<file path="src/rtl/alu_seq.sv">
// Multi-byte ALU sequencer: streams LSB-first operand bytes through a shared
// byte ALU, chaining carry and collecting whole-word flags. Optional abort port under ALU_SEQ_ABORT_EN.
module alu_seq #(
  parameter int LEN_W = 3
) (
  input  logic             clk,
  input  logic             rst_n,
`ifdef ALU_SEQ_ABORT_EN
  input  logic             abort,
`endif
  input  logic             cmd_valid,
  output logic             cmd_ready,
  input  logic [1:0]       cmd_op,
  input  logic [LEN_W-1:0] cmd_len,
  input  logic             cmd_cin,
  input  logic             in_valid,
  output logic             in_ready,
  input  logic [7:0]       in_a,
  input  logic [7:0]       in_b,
  output logic [7:0]       alu_a,
  output logic [7:0]       alu_b,
  output logic             alu_cin,
  output logic [3:0]       alu_f,
  input  logic [7:0]       alu_d,
  input  logic             alu_s,
  input  logic             alu_z,
  input  logic             alu_pv,
  input  logic             alu_c,
  output logic             out_valid,
  input  logic             out_ready,
  output logic [7:0]       out_d,
  output logic             out_last,
  output logic             done,
  output logic             flag_c,
  output logic             flag_z,
  output logic             flag_s,
  output logic             flag_v
);

  typedef enum logic [1:0] {S_IDLE, S_RUN, S_FLUSH} state_t;
  typedef enum logic [1:0] {OP_ADD, OP_SUB, OP_RL, OP_XOR} op_t;

  localparam logic [3:0] F_ADC = 4'd6;
  localparam logic [3:0] F_SBC = 4'd8;
  localparam logic [3:0] F_XOR = 4'd11;
  localparam logic [3:0] F_RL  = 4'd13;

  state_t           r_state, w_next_state;
  op_t              r_op;
  logic [LEN_W-1:0] r_len, r_count;
  logic             r_carry, r_zacc, r_s_last, r_pv_last;
  logic [7:0]       r_out_d;
  logic             r_out_valid, r_out_last, r_done;
  logic             r_flag_c, r_flag_z, r_flag_s, r_flag_v;

  logic w_abort, w_cmd_fire, w_in_fire, w_out_fire, w_last_byte, w_finish;

`ifdef ALU_SEQ_ABORT_EN
  assign w_abort = abort & (r_state != S_IDLE);
`else
  assign w_abort = 1'b0;
`endif

  assign w_cmd_fire  = cmd_valid & cmd_ready;
  assign w_in_fire   = in_valid & in_ready;
  assign w_out_fire  = r_out_valid & out_ready;
  assign w_last_byte = (r_count == r_len);
  assign w_finish    = (r_state == S_FLUSH) & w_out_fire & r_out_last;

  assign alu_a   = in_a;
  assign alu_b   = in_b;
  assign alu_cin = r_carry;

  // NOTE: every output of this block is defaulted first so no path can infer a latch.
  always_comb begin
    w_next_state = r_state;
    cmd_ready    = 1'b0;
    in_ready     = 1'b0;
    unique case (r_state)
      S_IDLE: begin
        cmd_ready = 1'b1;
        if (cmd_valid) w_next_state = S_RUN;
      end
      S_RUN: begin
        in_ready = ~r_out_valid | out_ready;
        if (in_valid && in_ready && w_last_byte) w_next_state = S_FLUSH;
      end
      S_FLUSH: begin
        if (w_finish) w_next_state = S_IDLE;
      end
      default: w_next_state = S_IDLE;
    endcase
    if (w_abort) w_next_state = S_IDLE;
  end

  always_comb begin
    alu_f = F_ADC;
    unique case (r_op)
      OP_ADD: alu_f = F_ADC;
      OP_SUB: alu_f = F_SBC;
      OP_RL:  alu_f = F_RL;
      OP_XOR: alu_f = F_XOR;
      default: alu_f = F_ADC;
    endcase
  end

  // NOTE: reset is sampled on the clock edge only; it is not in the sensitivity list.
  always_ff @(posedge clk) begin
    if (!rst_n) begin
      r_state     <= S_IDLE;
      r_op        <= OP_ADD;
      r_len       <= '0;
      r_count     <= '0;
      r_carry     <= 1'b0;
      r_zacc      <= 1'b0;
      r_s_last    <= 1'b0;
      r_pv_last   <= 1'b0;
      r_out_d     <= '0;
      r_out_valid <= 1'b0;
      r_out_last  <= 1'b0;
      r_done      <= 1'b0;
      r_flag_c    <= 1'b0;
      r_flag_z    <= 1'b0;
      r_flag_s    <= 1'b0;
      r_flag_v    <= 1'b0;
    end else begin
      r_state <= w_next_state;
      r_done  <= w_finish & ~w_abort;

      if (w_cmd_fire) begin
        r_op    <= op_t'(cmd_op);
        r_len   <= cmd_len;
        r_carry <= cmd_cin;
        r_zacc  <= 1'b1;
        r_count <= '0;
      end

      // A byte arriving in the same cycle as the consumer pops keeps out_valid high.
      if (w_abort) begin
        r_out_valid <= 1'b0;
        r_out_last  <= 1'b0;
      end else if (w_in_fire) begin
        r_out_d     <= alu_d;
        r_out_valid <= 1'b1;
        r_out_last  <= w_last_byte;
        r_carry     <= alu_c;
        r_zacc      <= r_zacc & alu_z;
        r_s_last    <= alu_s;
        r_pv_last   <= alu_pv;
        if (!w_last_byte) r_count <= r_count + LEN_W'(1);
      end else if (w_out_fire) begin
        r_out_valid <= 1'b0;
        r_out_last  <= 1'b0;
      end

      if (w_finish && !w_abort) begin
        r_flag_c <= r_carry;
        r_flag_z <= r_zacc;
        r_flag_s <= r_s_last;
        r_flag_v <= r_pv_last;
      end
    end
  end

  assign out_valid = r_out_valid;
  assign out_d     = r_out_d;
  assign out_last  = r_out_last;
  assign done      = r_done;
  assign flag_c    = r_flag_c;
  assign flag_z    = r_flag_z;
  assign flag_s    = r_flag_s;
  assign flag_v    = r_flag_v;

endmodule

</file>
<file path="config.mk">
export PLATFORM = sky130hd
export DESIGN_NAME = alu_seq
export DESIGN_NICKNAME = d
export VERILOG_FILES = /design/src/rtl/alu_seq.sv
export SDC_FILE = /design/constraint.sdc
export NUM_CORES = 1
export LEC_CHECK = 0
export BUFFER_PORTS_ARGS = -buffer_cell sky130_fd_sc_hd__buf_4
export CAP_MARGIN = 20
export CORE_MARGIN = 2
export CORE_UTILIZATION = 40
export DETAILED_ROUTE_END_ITERATION = 6
export PLACE_DENSITY = 0.78
export SLEW_MARGIN = 5
export SYNTH_ARGS = -nofsm -noshare
export SYNTH_HDL_FRONTEND = slang
export SYNTH_SLANG_ARGS = --single-unit
export TNS_END_PERCENT = 5
</file>
<file path="constraint.sdc">
create_clock -name clk -period 1.4 [get_ports clk]
set_input_delay 0.28 -clock clk [delete_from_list [all_inputs] [get_ports clk]]
set_output_delay 0.28 -clock clk [all_outputs]
set_load 0.005 [all_outputs]
</file>
==> metrics.yaml, run 1 <==
final_layout:
  final_common_cell: "buf_4"
  final_cells: 234
  drive_gt1_share_pct: 41.5
  n_antenna_cell: 0
  fin_nets: 231
  area_growth_pct: 28.6
  layout_common_cells: "buf_4, nand2_1, dfxtp_1"
logic_synthesis:
  syn_nets: 195
  yosysTopAreaCell: "dfxtp_1"
  ys_ff_latch: 29
  synth.distinct_cells: 30
  synth.top_cell.area_share_pct: 41.0
  synth_top_flop_cell: "dfxtp_1"
  syn_inst: 152
  seq_area_frac_synth_pct: 41.0
  synth_edf_count: 0
  synth-async-reset-ratio_pct: 0
  avgSynthCellArea_um2: 9.33
  synthTopCellsByArea: "dfxtp_1, buf_4, a21boi_0, nand2_1, mux2i_1"
  synth_area_um2: 1420
  yosysWarnings: 0
place:
  place_inst: 226
  io_buffers: 44
  dpl.hpwl_um: 1970
  gp_congestion: 0.671
  pre_cts_ws_ns: 0.0434
routing:
  first_pass_iters: 4
  routed_wl_um: 2840
  route.vias.total: 1114
  final_antenna_net_count: 0
  drc_errors: 0
  drt_iter0_drc: 18
  wl_per_cell_um: 12.1
  vias_per_cell: 4.76
setup_path:
  critPathCaptureType: "primary output"
  cp_max_fo: 3
  r2r_cells: 4
  crit_arrival_ns: 1.26
  rr_startpoint: "r_count[1]$_SDFF_PN0_"
  crit_required_ns: 1.12
  startpoint_type: "register"
  timing.rr.end: "r_count[0]$_SDFF_PN0_"
  critPathKind: "reg -> out"
  worst-r2r-setup-slack_ns: 0.08
run_status:
  outcome: "finished, violations left"
  violations: "setup timing"
clock_tree:
  clk_pin_slew_ns: 0.09
  clkSinkCount: 29
  cts_tree: "built"
  clock_path_buffers: 2
  htreeDepth: 2
  cts_made_buffers: 5
  clockRootBuffer: "clkbuf_4"
  insertion_delay_ns: 0.33
die:
  fp-row-count: 21
  die_y_um: 63.5
  ios: 77
  die_w_um: 63.5
  dieArea_um2: 4040
  coreArea_um2: 3360
  start_util_pct: 42.2
power_and_ir_drop:
  p_switching_mw: 0.454
  p_total_mw: 1.76
  power_density_nw_per_um2: 964
  comb_power_share_pct: 19.5
  ir_worst_vdd_uv: 503
  seqPwrFrac_pct: 51.3
  p_clk_share_pct: 29.2
  swShare_pct: 25.8
  leakagePower_nw: 0.792
  p_int_mw: 1.30
grt:
  grt_pass1_vias: 1081
  antenna_found_initial: 0
  grtUsageTotal_pct: 14.8
  grt_first_pass_wirelength_um: 4610
  grt-ovfl-total: 0
  grt_max_degree: 34
sta:
  rsz0062_at_grt: "true"
  report.final.slew_viol_count: 0
  postLayoutSetupSlackWorst_ns: -0.140
  min_period_ns: 1.54
  setup_violations: 4
  min_period_over_period_pct: 110
  skew_ns: 0.00546
  relSlewSlack_pct: 71.1
  finalHoldViolations: 0
  clock.fmax_mhz: 650
  tns_ns: -0.336
  tightest_slew_ns: 0.431
worst_hold_path:
  hold_class: "in -> reg"
  hold_start: "in_valid"
  min_path_cells: 2
  hold_path_end: "r_state[0]$_SDFFE_PN0P_"
flow_run:
  maxCapViolCount: 0
-- cell usage after synthesis, types with 2 or more instances --
library cell / n
a21boi_0: 14
buf_4: 16
buf_6: 4
clkbuf_1: 3
dfxtp_1: 29
ha_1: 4
inv_1: 4
mux2i_1: 10
nand2_1: 27
nand3_1: 2
nand3b_1: 3
nor2_1: 2
nor2b_1: 10
o21ai_0: 5
or2_2: 2
xor2_1: 3
-- logic make-up after synthesis --
| group | after synthesis | synth area share (%) |
|---|---|---|
| DFF | 29 | 41.0 |
| and+or+nand+nor | 54 | 20.5 |
| xor gates and xnor gates | 3 | 1.85 |
| muxes | 10 | 7.06 |
| AOI/OAI and AO/OA | 24 | 12.3 |
| buffers and inverters | 28 | 13.9 |
| adders and majority gates | 4 | 3.53 |
-- worst max-delay path, cell delays in order (launching register included) --
cell and delay [ns]:
dfxtp_4 0.38, inv_4 0.05, ha_4 0.15, or2_4 0.24
buf_6 0.11
-- state kept, by name, indices dropped and copies added (netlist names) --
signal,count
r_count,3
r_len,3
flag_c,1
r_zacc,1
r_state,2
r_s_last,1
flag_s,1
alu_cin,1
out_d,8
r_pv_last,1
out_valid,1
flag_v,1
flag_z,1
r_op,2
done,1
out_last,1
-- power groups by stage --
| stage | combinational [mW] | clock [mW] | sequential [mW] |
|---|---|---|---|
| 2_1_floorplan | 0.205 | 0 | 0.910 |
| 3_3_place_gp | 0.302 | 0 | 0.915 |
| 3_5_place_dp | 0.304 | 0 | 0.915 |
| 4_1_cts | 0.328 | 0.527 | 0.899 |
| 5_1_grt | 0.377 | 0.584 | 0.908 |
| 6_report | 0.342 | 0.514 | 0.901 |
-- per-layer routing --
metal	GRT usage (%)	up-vias	part of all wire (%)
met5	0	-	0
met4	9.51	0	2.1
met3	6.43	10	8.5
met2	24.2	39	49
met1	15.3	505	40
li1	-	560	-
-- per-stage QoR --
step / instance area [um2] / utilization [%] / hold slack, ns
6_report: 1820 / 54.2 / 0.174
5_1_grt: 1820 / 54.2 / 0.158
4_1_cts: 1790 / 53.1 / 0.163
3_5_place_dp: 1680 / 50.1 / 0.458
3_3_place_gp: 1680 / 50.1 / 0.450
2_1_floorplan: 1420 / - / 0.412
-- layout make-up --
| cell class | count | area, um2 |
|---|---|---|
| multi-input cells | 95 | 683 |
| repair buffers | 53 | 413 |
| flip-flops and latches | 29 | 594 |
| well taps | 46 | 57.6 |
| clock buffers | 7 | 55.1 |
| fillers | 336 | 1540 |
| inverters | 4 | 20.0 |
-- timing repair --
action	4_1_cts	5_1_grt
cloned	0	0
setup endpoints to repair	5	10
pin swaps	2	2
gates resized for setup	16	11
hold endpoints to repair	0	0
buffers inserted	0	1
hold buffers	0	0
-- worst max-delay path by stage --
| stage | endpoint | slack, ns | from |
|---|---|---|---|
| CTS | alu_f[2] | -0.14 | r_op[0]$_SDFFE_PN0P_ |
| finish | alu_f[2] | -0.14 | r_op[0]$_SDFFE_PN0P_ |
| global route | alu_f[2] | -0.18 | r_op[0]$_SDFFE_PN0P_ |
| global placement | r_op[1]$_SDFFE_PN0P_ | 0.07 | cmd_valid |
| floorplan | alu_cin$_SDFFE_PN0P_ | 0.08 | r_state[0]$_SDFFE_PN0P_ |
| detailed placement | r_op[1]$_SDFFE_PN0P_ | 0.04 | cmd_valid |
Power figures use the tool's default switching activity.
==> inputs of run 2 (changes only) <==
Settings changed: CORE_ASPECT_RATIO from default to 1.2.
==> run 2 against run 1 <==
  * The flow still finishes with violations (setup timing)
  * Die area is essentially flat
  * Routed wire length grew 1.8%
  * Critical path depth is the same
  * Via count grew 1.3%
  * Clock power grew 48%
  * Critical path type unchanged
  * Critical endpoint is now alu_f[0]
==> metrics.yaml, run 2 (synthesis gave the netlist of run 1 again) <==
sta:
  finalHoldViolations: 0
  setup_violations: 2
  tns_ns: -0.147
  relSlewSlack_pct: 68.7
  clock.fmax_mhz: 679
  postLayoutSetupSlackWorst_ns: -0.0734
  rsz0062_at_grt: "true"
  tightest_slew_ns: 0.467
  report.final.slew_viol_count: 0
  min_period_ns: 1.47
  whs_ns: 0.234
  skew_ns: 0.00754
  min_period_over_period_pct: 105
final_layout:
  drive_gt1_share_pct: 40.0
  fin_nets: 232
  multiInputGateArea_um2: 678
  fin_area_um2: 1850
  register_area_um2: 589
  largest_register_ffs: 8
  final_cells: 227
  final_common_cell: "buf_4"
  fillers: 313
  layout_common_cells: "buf_4, nand2_1, dfxtp_1"
  n_antenna_cell: 0
  area_growth_pct: 30.6
die:
  coreArea_um2: 3370
  fp-row-count: 23
  dieArea_um2: 4040
  start_util_pct: 42.1
  die_y_um: 69.2
  die_w_um: 58.3
  ios: 77
grt:
  grt_max_degree: 20
  grt_pass1_vias: 1093
  grt_first_pass_wirelength_um: 4710
  antenna_found_initial: 0
  grtUsageTotal_pct: 15.2
  grt-ovfl-total: 0
power_and_ir_drop:
  seqPwrFrac_pct: 45.0
  p_int_mw: 1.51
  power_density_nw_per_um2: 1080
  p_switching_mw: 0.491
  ir_worst_vdd_uv: 719
  leakagePower_nw: 0.817
  p_clk_share_pct: 38.2
  swShare_pct: 24.6
  comb_power_share_pct: 16.8
setup_path:
  r2r_cells: 4
  worst-r2r-setup-slack_ns: 0.04
  timing.rr.end: "r_len[2]$_SDFFE_PN0P_"
  critPathTopFamily: "flip-flops"
  crit_cells: 4
  crit_required_ns: 1.12
  crit_arrival_ns: 1.19
  cp_max_fo: 3
  startpoint_type: "register"
  rr_startpoint: "r_state[1]$_SDFFE_PN0P_"
  cpMaxStageDelayCell: "dfxtp_4"
  critical_path.cell_chain: "inv_4 > ha_4 > or2_4 > buf_6"
  critPathMaxStageDelay_ns: 0.36
  critPathCaptureType: "primary output"
  critPathKind: "reg -> out"
  path_buf_inv: 2
place:
  dpl.hpwl_um: 2120
  place_inst: 219
  io_buffers: 44
  gp_congestion: 0.730
  placed_cell_area_um2: 1690
clock_tree:
  clkSinkCount: 29
  clk_pin_slew_ns: 0.06
  clock_path_buffers: 2
  htreeDepth: 2
  insertion_delay_ns: 0.28
  clockRootBuffer: "clkbuf_8"
  cts_tree: "built"
  cts_made_buffers: 5
  hold_buffers: 0
routing:
  final_antenna_net_count: 0
  routed_wl_um: 2890
  wl_per_cell_um: 12.7
  vias_per_cell: 4.97
  first_pass_iters: 5
  route.vias.total: 1128
  drc_errors: 0
  drt_iter0_drc: 23
run_status:
  outcome: "finished, violations left"
  violations: "setup timing"
worst_hold_path:
  hold_path_end: "r_state[0]$_SDFFE_PN0P_"
  hold_class: "in -> reg"
  min_path_cells: 2
  hold_start: "in_valid"
flow_run:
  maxCapViolCount: 0
==> run 2: cell types whose count changed in the layout (fill, tap and decap cells not counted), moves of 2 or more <==
cell | before | now
buf_4 | 49 | 51
clkbuf_4 | 5 | 0
clkbuf_8 | 1 | 7
dfxtp_1 | 24 | 26
==> run 2: power groups by stage <==
stage	sequential, mW	combinational [mW]	clock, mW
after floorplan	0.910	0.205	0
after global placement	0.912	0.309	0
after global routing	0.905	0.369	0.816
after detailed placement	0.913	0.313	0
after CTS	0.898	0.327	0.784
final	0.900	0.336	0.763
==> run 2: how the worst max path moves through the flow <==
stage | start | to | slack, ns
floorplan | r_state[0]$_SDFFE_PN0P_ | alu_cin$_SDFFE_PN0P_ | 0.08
detailed placement | r_state[1]$_SDFFE_PN0P_ | r_len[2]$_SDFFE_PN0P_ | 0.03
finish | r_op[0]$_SDFFE_PN0P_ | alu_f[0] | -0.07
global placement | cmd_valid | r_len[2]$_SDFFE_PN0P_ | 0.07
CTS | r_op[0]$_SDFFE_PN0P_ | alu_f[2] | -0.09
global route | r_op[1]$_SDFFE_PN0P_ | alu_f[2] | -0.11
==> run 2: metrics by stage <==
step	util, %	worst slack (ns)	total power, mW
final	55.0	-0.0734	2.00
after CTS	54.1	-0.0880	2.01
after global placement	50.1	0.0743	1.22
after global routing	55.0	-0.112	2.09
after detailed placement	50.1	0.0336	1.23
after floorplan	-	0.0801	1.11
==> run 2: per-layer routing <==
metal	global-route usage, %	wire length [um]
met5	0	0
met1	15.3	1090
met3	8.77	319
met4	8.53	63
met2	24.1	1420
==> run 2: timing repair <==
action                     in CTS  in global routing
gates resized for setup        12                  8
buffers inserted                0                  0
cloned                          0                  0
setup endpoints to repair       3                  5
==> run 2: area by class of cell <==
cell class	instances	area share [%]
Multi-Input combinational cell	95	36.6
Sequential cell	29	31.8
Timing Repair Buffer	54	22.5
Clock buffer	7	5.20
Tap cell	37	2.50
Inverter	4	1.08
Clock inverter	1	0.270
